===== config.mk =====
export PLATFORM = sky130hd
export DESIGN_NAME = dot_prod
export DESIGN_NICKNAME = d
export VERILOG_FILES = /design/src/rtl/dot_prod_pkg.sv /design/src/rtl/dot_prod.sv
export SDC_FILE = /design/constraint.sdc
export NUM_CORES = 1
export LEC_CHECK = 0
export ABC_AREA = 1
export BUFFER_PORTS_ARGS = -buffer_cell sky130_fd_sc_hd__buf_2
export CORE_UTILIZATION = 31
export DETAILED_ROUTE_END_ITERATION = 8
export PLACE_DENSITY_LB_ADDON = 0.15
export SLEW_MARGIN = 0
export SYNTH_ARGS = -nofsm -noshare
export SYNTH_HDL_FRONTEND = slang
export SYNTH_SLANG_ARGS = --single-unit

===== constraint.sdc =====
create_clock -name clk -period 2.4 [get_ports clk]
set_clock_uncertainty 0.15 [all_clocks]
set_input_delay 0.12 -clock clk [delete_from_list [all_inputs] [get_ports clk]]
set_output_delay 0.12 -clock clk [all_outputs]
set_load 0.005 [all_outputs]

===== src/rtl/dot_prod_pkg.sv =====
// Shared types and sizing helpers for the serial dot-product engine.
// Keeps the FSM encoding and derived widths in one place.
package dot_prod_pkg;

   typedef enum logic [1:0] {
      IDLE,
      LOAD,
      CALC,
      DONE
   } state_t;

   localparam int W_DEF     = 8;
   localparam int N_MAX_DEF = 16;

   function automatic int guard_bits(input int n_max);
      return $clog2(n_max);
   endfunction

   function automatic int len_bits(input int n_max);
      return $clog2(n_max + 1);
   endfunction

   localparam int G_DEF  = guard_bits(N_MAX_DEF);
   localparam int LW_DEF = len_bits(N_MAX_DEF);

endpackage


===== src/rtl/dot_prod.sv =====
// Unsigned dot-product engine: one operand pair at a time, shift-add
// multiply accumulating straight into a guard-extended accumulator.
module dot_prod
   import dot_prod_pkg::*;
#(
   parameter  int W     = W_DEF,
   parameter  int N_MAX = N_MAX_DEF,
   localparam int G     = guard_bits(N_MAX),
   localparam int LW    = len_bits(N_MAX),
   localparam int SW    = 2 * W + G
) (
   input  logic          clk,
   input  logic          rst,
   input  logic          start,
   input  logic [LW-1:0] len,
   input  logic          in_val,
   output logic          in_rdy,
   input  logic [W-1:0]  a,
   input  logic [W-1:0]  b,
   output logic          busy,
   output logic          done,
   output logic [SW-1:0] sum
);

   localparam int          CW     = $clog2(W + 1);
   localparam logic [LW-1:0] LEN_MAX = LW'(N_MAX);

   state_t          state;
   state_t          state_nxt;
   logic [W-1:0]    a_reg;
   logic [SW-1:0]   b_reg;
   logic [SW-1:0]   acc;
   logic [CW-1:0]   ctr;
   logic [LW-1:0]   rem;
   logic [LW-1:0]   len_clamp;
   logic            last_bit;

   assign len_clamp = (len > LEN_MAX) ? LEN_MAX : len;
   assign last_bit  = (ctr == CW'(1));

   always_comb begin
      state_nxt = state;
      unique case (state)
         IDLE: if (start) state_nxt = (len == '0) ? DONE : LOAD;
         LOAD: if (in_val) state_nxt = CALC;
         CALC: if (last_bit) state_nxt = (rem == LW'(1)) ? DONE : LOAD;
         DONE: state_nxt = IDLE;
         default: state_nxt = IDLE;
      endcase
   end

   always_ff @(posedge clk) begin
      if (rst) begin
         state <= IDLE;
         a_reg <= '0;
         b_reg <= '0;
         acc   <= '0;
         ctr   <= '0;
         rem   <= '0;
      end else begin
         state <= state_nxt;
         unique case (state)
            IDLE: begin
               if (start) begin
                  acc <= '0;
                  if (len != '0) rem <= len_clamp;
               end
            end
            LOAD: begin
               if (in_val) begin
                  a_reg <= a;
                  b_reg <= {{(W + G){1'b0}}, b};
                  ctr   <= CW'(W);
               end
            end
            CALC: begin
               // Fixed W-cycle pass; zero multiplier bits just skip the add.
               if (a_reg[0]) acc <= acc + b_reg;
               a_reg <= a_reg >> 1;
               b_reg <= b_reg << 1;
               ctr   <= ctr - CW'(1);
               if (last_bit) rem <= rem - LW'(1);
            end
            default: ;
         endcase
      end
   end

   assign in_rdy = (state == LOAD);
   assign busy   = (state != IDLE);
   assign done   = (state == DONE);
   assign sum    = acc;

endmodule


==> qor.yml, run 1 <==
timing:
  period_minus_slack_ns: 2.21
  maxSlewHeadroom: 0.596
  rsz0062_at_grt: "no"
  period_share: 0.922
  tightest_slew_ns: 0.606
  finalSetupViolCount: 0
  fmax_mhz: 452
  finalMaxSlewViolations: 0
  hold_violations: 0
  setup_tns_ns: 0
routing:
  drtIter0Drc: 121
  routed_wirelength_mm: 9.80
  vias: 3653
  drc_errors: 0
  firstDrtPassIters: 5
  vias_per_cell: 4.87
  routedWlPerCell_um: 13.1
  postRouteAntennaNets: 0
place:
  io_buffers: 47
  gp_congestion: 0.840
  place_area_um2: 3960
  dp.cells: 716
  hpwl_mm: 7.18
layout:
  syn_to_final_growth_pct: 24.0
  fin_nets: 655
  drive_gt1_frac: 0.151
  final_common_cell: "nand2_1"
  antenna_cells: 0
  finalInstanceArea_um2: 4450
  final_cells: 750
  final_cell_mix: "nand2_1 (173), a21oi_1 (62), dfxtp_1 (59), buf_2 (47), inv_1 (45)"
yosys:
  ys_types: 38
  synth_area_um2: 3590
  yosysSeqAreaShare: 0.329
  avgSynthCellArea_um2: 6.64
  synth_nets: 589
  yosys_warnings: 0
  ys_ff_latch: 59
  syn_inst: 540
floorplanning:
  initial_core_util: 0.325
  die_w_um: 110
  fp-row-count: 38
  dieArea_um2: 12000
  die_h_um: 110
  pin_count: 48
  core_area_um2: 11000
power:
  p_total_mw: 3.23
  p_sw_mw: 1.01
  pwr-share-clk: 0.411
  p_int_mw: 2.21
  pwr_density_cell_nw_per_um2: 725
  leakage_nw: 2.09
  ir_worst_vdd_mv: 0.514
  pwr-share-comb: 0.218
  swShare: 0.314
  pwr-share-seq: 0.371
worst_setup_path:
  crit_path_top_delay_cell: "ha_1"
  r2r_slack_ns: 0.19
  regToRegEndpoint: "sum[10]"
  rr_startpoint: "sum[9]"
  crit_chain: "ha_1, nand2_1, inv_1, a21oi_1, nand3_1, or2_2, nand3_1, a21oi_1"
  cp-end-kind: "flop"
  cp_num_cells: 8
  crit_buf_inv: 1
  arrival_ns: 2.26
  cp_max_fo: 5
  crit_required_ns: 2.45
  cp_slowest_stage_delay_ns: 0.35
  setup.worst_path.start: "sum[9]"
  cp-endpoint: "sum[10]"
  crit_family: "simple AND/OR/NAND/NOR gates"
  path_class: "reg -> reg"
  ff2ff_path_depth: 8
  cp-start-kind: "flop"
global_routing:
  antenna_found_initial: 0
  grt_max_degree: 39
  grt.overflow.total: 0
  grt_pass1_vias: 3501
  grt_pass1_wl_mm: 16.6
  grt_usage: 0.183
cts:
  htree_levels: 3
  cts_tree: "yes"
  ctsResizeCount: 0
  cts_num_sinks: 59
  clockRootBuffer: "clkbuf_16"
  hold_buffers: 19
  clk_pin_slew_worst_paths_ns: 0.05
  cts_max_path_buffers: 2
  cts_setup_buffers: 0
  numCtsBuffers: 9
  insertion_delay_ns: 0.34
worst_hold_path:
  min_path_type: "in -> reg"
flow_run:
  maxCapViolCount: 0
outcome:
  status: "complete, no violations"
[cell families (layout without fill, tap and decap cells)]
| logic type | count (synthesis) | count (layout) | synth area share |
|---|---|---|---|
| AOI/OAI and AO/OA | 123 | 123 | 0.189 |
| xor gates and xnor gates | 2 | 2 | 0.00489 |
| adders and majority gates | 24 | 24 | 0.0858 |
| buffers and inverters | 69 | 139 | 0.0796 |
| DFF | 59 | 59 | 0.329 |
| and+or+nand+nor | 263 | 263 | 0.312 |
[how the worst min path moves through the flow]
stage | endpoint | depth (start not counted) | slack, ns | start
floorplan | a_reg[7] | 2 | 0.12 | a[7]
global placement | a_reg[7] | 3 | 0.24 | a[7]
detailed placement | a_reg[7] | 3 | 0.24 | a[7]
CTS | rem[2] | 5 | 0.03 | len[2]
global route | rem[3] | 4 | 0.09 | len[3]
finish | rem[2] | 5 | 0.04 | len[2]
[metal layers]
layer,GRT usage,vias up,share of wire
met4,0.0733,0,0.022
met5,0,-,0
li1,-,1918,-
met2,0.295,64,0.45
met3,0.0415,18,0.031
met1,0.235,1653,0.50
[metrics by stage]
| stage | hold slack [ns] | utilization | setup slack, ns |
|---|---|---|---|
| after CTS | 0.0329 | 0.403 | 0.213 |
| after floorplan | 0.117 | - | 0.492 |
| final | 0.0371 | 0.403 | 0.188 |
| after global placement | 0.238 | 0.359 | 0.238 |
| after global routing | 0.0945 | 0.403 | 0.0604 |
| after detailed placement | 0.238 | 0.359 | 0.221 |
[cells in the mapped netlist]
master    count  area [µm²]
nand2_1     173         649
a21oi_1      62         310
dfxtp_1      59        1180
inv_1        45         169
nor2_1       35         131
o21ai_0      31         155
nand3_1      30         150
ha_1         23         288
a31oi_1      15        93.8
clkbuf_1      8        30.0
buf_2         6        30.0
inv_2         6        22.5
nand3b_1      6        45.0
or2_2         5        31.3
nand2_2       3        18.8
nor3_1        3        15.0
a21o_1        2        15.0
and2_1        2        12.5
buf_6         2        22.5
o211ai_1      2        15.0
o21ai_1       2        10.0
o21ai_2       2        17.5
o21bai_1      2        15.0
xor2_1        2        17.5
a211oi_1      1        7.51
a211oi_2      1        12.5
a21oi_2       1        8.76
buf_1         1        3.75
buf_4         1        7.51
fa_1          1        20.0
nand2_4       1        11.3
nand4_1       1        6.26
nand4_2       1        12.5
nor2_2        1        6.26
nor2_4        1        11.3
nor3_4        1        16.3
o211a_1       1        10.0
o22ai_1       1        6.26
[final cells by class]
| cell class | instances | area, µm² |
|---|---|---|
| sequential | 59 | 1180 |
| tap | 140 | 175 |
| multi-input combinational | 412 | 2120 |
| inverter | 51 | 191 |
| fill | 1202 | 6580 |
| timing repair buffer | 73 | 478 |
| clock buffer | 11 | 253 |
| clock inverter | 4 | 50.0 |
[tightest hold or removal path, stage by stage]
cell     delay [ns]
buf_2          0.10
nand3_1        0.08
nand2_1        0.06
nand2_1        0.06
a21oi_1        0.06
[power by group through the flow]
stage	Combinational (mW)	Sequential (mW)	Clock (mW)
after floorplan	0.527	1.19	0
after global placement	0.672	1.21	0
after detailed placement	0.680	1.22	0
after CTS	0.707	1.20	1.34
after global routing	0.808	1.21	1.40
final	0.704	1.20	1.33
Power figures use the tool's default switching activity.
==> run 2: changes to the inputs <==
Settings changed: CTS_BUF_LIST set to sky130_fd_sc_hd__clkbuf_4 sky130_fd_sc_hd__clkbuf_8.
==> run 2 against run 1 <==
  * Sequential cell count did not move
  * Largest power group is now sequential cells
  * Clock power is 28% lower
  * Maximum frequency up 0.22%
  * Sequential power barely moved
  * Non-clock buffer count unchanged
  * Die area unchanged
==> qor.yml, run 2 (synthesis gave the netlist of run 1 again) <==
global_routing:
  grt_pass1_vias: 3484  # was 3501
  grt.overflow.total: 0  # unchanged
  grt_usage: 0.180  # was 0.183
  grt_max_degree: 39  # unchanged
  antenna_found_initial: 0  # unchanged
  grt_pass1_wl_mm: 16.4  # was 16.6 mm
flow_run:
  maxCapViolCount: 0  # unchanged
worst_setup_path:
  r2r_slack_ns: 0.19  # about the same
  ff2ff_path_depth: 8  # unchanged
  cp-end-kind: "flop"  # unchanged
  crit_family: "simple AND/OR/NAND/NOR gates"  # unchanged
  regToRegEndpoint: "sum[10]"  # unchanged
  arrival_ns: 2.27  # was 2.26 ns
  crit_required_ns: 2.47  # was 2.45 ns
  cp_slowest_stage_delay_ns: 0.35  # about the same
  crit_path_top_delay_cell: "ha_1"  # unchanged
  path_class: "reg -> reg"  # unchanged
  crit_chain: "ha_1, nand2_1, inv_1, a21oi_1, nand3_1, or2_2, nand3_1, a21oi_1"  # unchanged
  cp-start-kind: "flop"  # unchanged
  cp_max_fo: 5  # unchanged
  rr_startpoint: "sum[9]"  # unchanged
  crit_buf_inv: 1  # unchanged
cts:
  cts_tree: "yes"  # unchanged
  cts_max_path_buffers: 2  # unchanged
  clockRootBuffer: "clkbuf_8"  # was clkbuf_16
  htree_levels: 3  # unchanged
  ctsResizeCount: 0  # unchanged
  cts_setup_buffers: 0  # unchanged
  clk_pin_slew_worst_paths_ns: 0.07  # was 0.05 ns
  numCtsBuffers: 9  # unchanged
  insertion_delay_ns: 0.36  # was 0.34 ns
  cts_num_sinks: 59  # unchanged
routing:
  drc_errors: 0  # unchanged
  postRouteAntennaNets: 0  # unchanged
  vias_per_cell: 4.86  # was 4.87
  routed_wirelength_mm: 9.71  # was 9.80 mm
  drtIter0Drc: 108  # was 121
  firstDrtPassIters: 4  # was 5
  routedWlPerCell_um: 13.0  # was 13.1 µm
  vias: 3646  # was 3653
outcome:
  status: "complete, no violations"  # unchanged
timing:
  period_minus_slack_ns: 2.21  # about the same
  rsz0062_at_grt: "no"  # unchanged
  fmax_mhz: 453  # was 452 MHz
  whs_ns: 0.0143  # was 0.0371 ns
  finalMaxSlewViolations: 0  # unchanged
  tightest_slew_ns: 0.583  # was 0.606 ns
  setup_tns_ns: 0  # unchanged
  maxSlewHeadroom: 0.611  # was 0.596
  finalSetupViolCount: 0  # unchanged
  hold_violations: 0  # unchanged
  period_share: 0.920  # was 0.922
worst_hold_path:
  min_from: "len[2]"  # unchanged
  min_path_cells: 5  # unchanged
  min_to: "rem[2]"  # unchanged
  min_path_type: "in -> reg"  # unchanged
floorplanning:
  initial_core_util: 0.325  # unchanged
  die_h_um: 110  # unchanged
  core_area_um2: 11000  # unchanged
  fp-row-count: 38  # unchanged
  dieArea_um2: 12000  # unchanged
  die_w_um: 110  # unchanged
  pin_count: 48  # unchanged
layout:
  fin_nets: 655  # unchanged
  finalInstanceArea_um2: 4350  # was 4450 µm²
  final_common_cell: "nand2_1"  # unchanged
  antenna_cells: 0  # unchanged
  syn_to_final_growth_pct: 21.2  # was 24.0%
  final_cell_mix: "nand2_1 (173), a21oi_1 (62), dfxtp_1 (59), buf_2 (47), inv_1 (45)"  # unchanged
  drive_gt1_frac: 0.151  # unchanged
place:
  hpwl_mm: 7.18  # unchanged
  gp_congestion: 0.840  # unchanged
  place_area_um2: 3960  # unchanged
  io_buffers: 47  # unchanged
power:
  ir_worst_vdd_mv: 0.471  # was 0.514 mV
  pwr_density_cell_nw_per_um2: 657  # was 725 nW/µm²
  leakage_nw: 2.04  # was 2.09 nW
run 2: cell counts in the layout (fill, tap and decap cells not counted):
No cell type changed its count.
run 2: worst min-delay path: cells and delay by family:
kind | cells | cell delay, ns
AO/OA/AOI/OAI | 1 | 0.06
buffers and inverters | 1 | 0.10
AND/OR/NAND/NOR | 3 | 0.20
run 2: area by class of cell:
class,instances,area (µm²)
multi-input combinational,412,2120
timing repair buffer,73,478
tap,140,175
clock buffer,11,151
inverter,51,191
clock inverter,4,50.0
sequential,59,1180
fill,1216,6680
run 2: where the power goes:
part / switching [mW] / internal (mW)
combinational: 0.439 / 0.265
clock: 0.428 / 0.528
sequential: 0.101 / 1.09
total: 0.967 / 1.89
run 2: per-stage QoR:
stage / util / setup slack [ns] / power, mW / instances
after floorplan: - / 0.492 / 1.71 / 540
after global placement: 0.359 / 0.238 / 1.89 / 716
after detailed placement: 0.359 / 0.221 / 1.90 / 716
after CTS: 0.394 / 0.211 / 2.88 / 750
after global routing: 0.394 / 0.0566 / 3.04 / 750
final: 0.394 / 0.192 / 2.85 / 750
run 2: how the worst max path moves through the flow:
stage / from / to / slack (ns) / cells past startpoint
after floorplan: sum[0] / sum[6] / 0.49 / 9
after global placement: sum[9] / sum[10] / 0.24 / 8
after detailed placement: sum[9] / sum[10] / 0.22 / 8
after CTS: sum[9] / sum[10] / 0.21 / 8
after global routing: sum[8] / sum[10] / 0.06 / 8
final: sum[9] / sum[10] / 0.19 / 8
run 2: metal layers:
metal / routed length, µm / track usage / up-vias
li1: - / - / 1908
met1: 4850 / 0.234 / 1650
met2: 4380 / 0.292 / 72
met3: 290 / 0.0379 / 16
met4: 195 / 0.0657 / 0
met5: 0 / 0 / -
run 2: what timing repair did:
item / 4_1_cts / 5_1_grt
hold buffers: 19 / 0
endpoints found under the hold margin: 20 / 0
setup endpoints to repair: 0 / 0
